**src/rtl/dadd.sv**
```systemverilog
// Data-add stage: each enabled beat is delayed by LATENCY clocks with
// ADD_VAL added to its data and its address passed through unchanged.
module dadd #(
  parameter int unsigned DW      = 32,
  parameter int unsigned AW      = 32,
  parameter int unsigned ADD_VAL = 1,
  parameter int unsigned LATENCY = 1
) (
  input  logic          clk,
  input  logic          rst_n,
  input  logic          dadd_in_en,
  input  logic [AW-1:0] dadd_in_addr,
  input  logic [DW-1:0] dadd_in,
  output logic          dadd_out_en,
  output logic [AW-1:0] dadd_out_addr,
  output logic [DW-1:0] dadd_out
);

  localparam int unsigned LAST = LATENCY - 1;

  if ((LATENCY < 1) || (LATENCY > 8)) begin : g_bad_latency
    $error("dadd: LATENCY must be in the range 1..8");
  end

  typedef struct packed {
    logic          vld;
    logic [AW-1:0] addr;
    logic [DW-1:0] data;
  } beat_t;

  beat_t r_stage [LATENCY];
  beat_t w_capture;

  // Idle cycles load an all-zero beat so stale data never reaches the outputs.
  always_comb begin
    w_capture = '0;
    if (dadd_in_en) begin
      w_capture.vld  = 1'b1;
      w_capture.addr = dadd_in_addr;
      w_capture.data = dadd_in + DW'(ADD_VAL);
    end
  end

  always_ff @(posedge clk or negedge rst_n) begin
    if (!rst_n) begin
      for (int unsigned i = 0; i < LATENCY; i++) begin
        r_stage[i] <= '0;
      end
    end else begin
      r_stage[0] <= w_capture;
      for (int unsigned i = 1; i < LATENCY; i++) begin
        r_stage[i] <= r_stage[i-1];
      end
    end
  end

  assign dadd_out_en   = r_stage[LAST].vld;
  assign dadd_out_addr = r_stage[LAST].addr;
  assign dadd_out      = r_stage[LAST].data;

endmodule

```
**config.mk**
```make
export PLATFORM = sky130hd
export DESIGN_NAME = dadd
export DESIGN_NICKNAME = d
export VERILOG_FILES = /design/src/rtl/dadd.sv
export SDC_FILE = /design/constraint.sdc
export NUM_CORES = 1
export LEC_CHECK = 0
export CAP_MARGIN = 20
export CORE_MARGIN = 2
export CORE_UTILIZATION = 35
export DETAILED_ROUTE_END_ITERATION = 10
export GPL_ROUTABILITY_DRIVEN = 0
export MAX_ROUTING_LAYER = met4
export PLACE_DENSITY = 0.67
export SLEW_MARGIN = 30
export SYNTH_ARGS = -nofsm -noshare
export SYNTH_HDL_FRONTEND = slang
export SYNTH_SLANG_ARGS = --single-unit
```
**constraint.sdc**
```tcl
create_clock -name clk -period 0.8 [get_ports clk]
set_clock_uncertainty 0.15 [all_clocks]
set_input_delay 0.12 -clock clk [delete_from_list [all_inputs] [get_ports clk]]
set_output_delay 0.12 -clock clk [all_outputs]
set_load 0.05 [all_outputs]
```
==> flow_metrics.env <==
export IMPL_status="complete, but fails checks"
export IMPL_violations="hold timing, setup timing"
export IMPL_seq_area_um2=1710
export IMPL_seq_area_frac_synth_pct=61.0
export IMPL_grtUsageMet2_pct=44.4
export IMPL_max_freq_ghz=0.638
export IMPL_finalInstanceArea_um2=6190
export IMPL_cp_end_kind="flip-flop"
export IMPL_grt_util_met3_pct=5.89
export IMPL_io_pins=132
export IMPL_period_share_pct=196
export IMPL_yosys_area_top_type_share_pct=61.0
export IMPL_worst_pin_slew_ns=0.291
export IMPL_max_slew_margin_rel_pct=80.4
export IMPL_hold_path_endpoint="dadd_out[0]"
export IMPL_die_y_um=91.3
export IMPL_hold_depth=2
export IMPL_synthMuxAreaShare_pct=0.751
export IMPL_power_share_sequential_pct=40.4
export IMPL_cts_root_buffer_cell="clkbuf_8"
export IMPL_cts_hold_buf=1
export IMPL_synth_distinct_cells=33
export IMPL_drive_gt1_share_pct=67.4
export IMPL_gr_usage_met1_pct=30.5
export IMPL_vias=2805
export IMPL_drc_errors=0
export IMPL_finalHoldWorstSlack_ns=-0.224
export IMPL_power_switching_w=0.00268
export IMPL_hold_class="in -> reg"
export IMPL_detail_route_wl_per_cell_um=18.7
export IMPL_tritoncts_num_buffers=9
export IMPL_cts_sinks=65
export IMPL_async_flop_share_pct=100
export IMPL_synth_edf_count=0
export IMPL_yosys_top_cells_count="65 x dfrtp_1, 33 x and2_1, 16 x a21oi_1"
export IMPL_p_int_w=0.00631
export IMPL_p_sw_share_pct=29.8
export IMPL_rows=31
export IMPL_ys_top_cells_by_area="dfrtp_1 61%, and2_1 7.7%, a21oi_1 3.0%, xnor2_1 2.3%, o21ai_0 2.1%"
export IMPL_arrival_ns=1.63
export IMPL_cts_htree_levels=3
export IMPL_syn_inst=240
export IMPL_num_nets_final=520
export IMPL_p_comb_share_pct=28.1
export IMPL_viasPerCell=5.04
export IMPL_ctsLongestPathBuffers=2
export IMPL_max_cap_viol_count=0
export IMPL_synthFlopType="dfrtp_1"
export IMPL_multi_input_area_um2=1390
export IMPL_cts_tree="built"
export IMPL_first_global_vias=2990
export IMPL_portBuffers=131
export IMPL_antenna_left=0
export IMPL_cp_common_cell="buf_12"
export IMPL_synth_largest_area_cell="dfrtp_1"
export IMPL_hold_viol_final=6
export IMPL_yosysWarnings=0
export IMPL_drtPass1Iterations=5
export IMPL_synth_top_family_by_area="simple AND/OR/NAND/NOR gates"
export IMPL_fp_dieW_um=91.3
export IMPL_p_clk_share_pct=31.4
export IMPL_synth_area_per_cell_um2=11.1
export IMPL_top_usage_layer="met2"
export IMPL_grt_pass1_wl_um=16200
export IMPL_core_area_um2=7330
export IMPL_synth_simple_area_share_pct=23.3
export IMPL_leakagePower_nw=2.62
export IMPL_final_setup_viol_count=92
export IMPL_syn_cell_area_um2=2670
export IMPL_synth_compound_area_share_pct=8.45
export IMPL_grt_max_degree=43
export IMPL_synth_xor_area_share_pct=2.96
export IMPL_p_per_area_nw_per_um2=1450
export IMPL_synthAdderAreaFrac_pct=0.469
export IMPL_crit_path_max_fanout=4
export IMPL_cp_start_kind="input port"
export IMPL_power_w=0.00900
export IMPL_crit_path_top_delay_cell="or4_4"
export IMPL_crit_required_ns=0.87
export IMPL_track_usage_pct=26.4
export IMPL_gr_total_overflow=0
export IMPL_clk_pin_slew_ns=0.07
export IMPL_wl_um=10400
export IMPL_layout_min_cycle_time_ns=1.57
export IMPL_final_max_slew_viol_count=0
export IMPL_start_util_pct=36.4
export IMPL_ir_drop_mv=0.874
export IMPL_cp_cell_sequence="buf_8, nand4_1, or4_4, buf_12, buf_12, buf_12, o311ai_4, o41ai_2"
export IMPL_ys_ff_latch=65
export IMPL_rsz0062_at_grt="true"
export IMPL_die_area_um2=8330
export IMPL_antenna_found_initial=0
export IMPL_antenna_cells=0
export IMPL_synthToLayoutAreaGrowth_pct=132
export IMPL_timing_final_ws_setup_ns=-0.767
export IMPL_path_class="in -> reg"
export IMPL_fill_cells=332
export IMPL_placed_cell_area_um2=5350
export IMPL_drtIter0Drc=193
export IMPL_synth_most_common_cell="dfrtp_1"
export IMPL_synth_nets=308
export IMPL_dpl_hpwl_um=6360
export IMPL_max_stage_delay_ns=0.56
export IMPL_hold_start="dadd_in[0]"
[layout by cell type, fill, tap and decap left out, types with 4 or more instances in the layout]
| cell | count |
|---|---|
| dlygate4sd2_1 | 6 |
| or3_4 | 10 |
| buf_4 | 55 |
| clkdlybuf4s50_1 | 36 |
| xnor2_1 | 5 |
| nand2_1 | 10 |
| or4_4 | 6 |
| buf_8 | 6 |
| a21oi_2 | 13 |
| buf_12 | 72 |
| nand2b_1 | 5 |
| nor2_1 | 10 |
| o21ai_0 | 6 |
| dfrtp_2 | 64 |
| clkbuf_8 | 10 |
| inv_1 | 6 |
| buf_6 | 28 |
| nand3_2 | 4 |
| nand4_1 | 6 |
| clkdlybuf4s15_2 | 5 |
| and2_1 | 33 |
| nand3_1 | 5 |
[registers in the layout, indices dropped and copies added, names as in the netlist]
name and count:
dadd_out 32, dadd_out_addr 32, dadd_out_en 1
[power by group through the flow]
| stage | logic [W] | registers [W] | clock network [W] |
|---|---|---|---|
| detailed placement | 0.00234 | 0.00370 | 0 |
| global placement | 0.00230 | 0.00370 | 0 |
| finish | 0.00253 | 0.00364 | 0.00283 |
| floorplan | 0.000274 | 0.00423 | 0 |
| global route | 0.00264 | 0.00365 | 0.00302 |
| CTS | 0.00245 | 0.00364 | 0.00285 |
[worst max path at each step]
stage                          start            to  slack, ns  cells after the start
after floorplan           dadd_in[0]  dadd_out[20]      -0.95                      7
after global placement    dadd_in[0]  dadd_out[24]      -1.53                      6
after detailed placement  dadd_in[0]  dadd_out[16]      -1.67                      6
after CTS                 dadd_in[8]  dadd_out[21]      -0.76                      6
after global routing      dadd_in[8]  dadd_out[21]      -0.83                      8
final                     dadd_in[8]  dadd_out[25]      -0.77                      8
[metrics by stage]
step	setup WS, ns	std cells	setup TNS [ns]	utilization [%]
finish	-0.767	556	-38.56	84.4
global route	-0.830	556	-40.82	84.4
CTS	-0.761	555	-38.27	82.0
detailed placement	-1.67	515	-64.55	73.0
global placement	-1.53	515	-61.88	73.0
floorplan	-0.950	240	-17.04	-
[metal layers]
layer,part of all wire (%),up-vias
met1,39,1372
li1,-,1263
met3,6.5,26
met5,0,-
met2,51,144
met4,2.7,0
[cell families (layout without fill, tap and decap cells)]
group | after synthesis | count (layout)
xor gates and xnor gates | 9 | 9
DFF | 65 | 65
adders and majority gates | 1 | 1
and+or+nand+nor | 106 | 108
AOI/OAI and AO/OA | 38 | 38
muxes | 2 | 2
buffers and inverters | 19 | 234
[what timing repair did]
item                                   in CTS  in global routing
gates cloned                                3                  0
setup buffers                              20                  4
endpoints found under the hold margin      74                  5
setup endpoints to repair                 130                149
gates resized for setup                   167                 41
pin swaps                                  33                 23
[worst max-delay path: cells and delay by family]
family / cells / cell delay [ns]
buffers and inverters: 4 / 0.47
AOI/OAI and AO/OA: 2 / 0.33
and+or+nand+nor: 2 / 0.70
[layout make-up]
| cell class | count | area share, % |
|---|---|---|
| inverter | 7 | 0.424 |
| clock inverter | 5 | 0.889 |
| tap | 99 | 2.00 |
| sequential | 65 | 27.6 |
| clock buffer | 11 | 2.28 |
| multi-input combinational | 158 | 22.4 |
| timing repair buffer | 211 | 44.4 |
No activity file was read; power rests on OpenSTA's default activity.
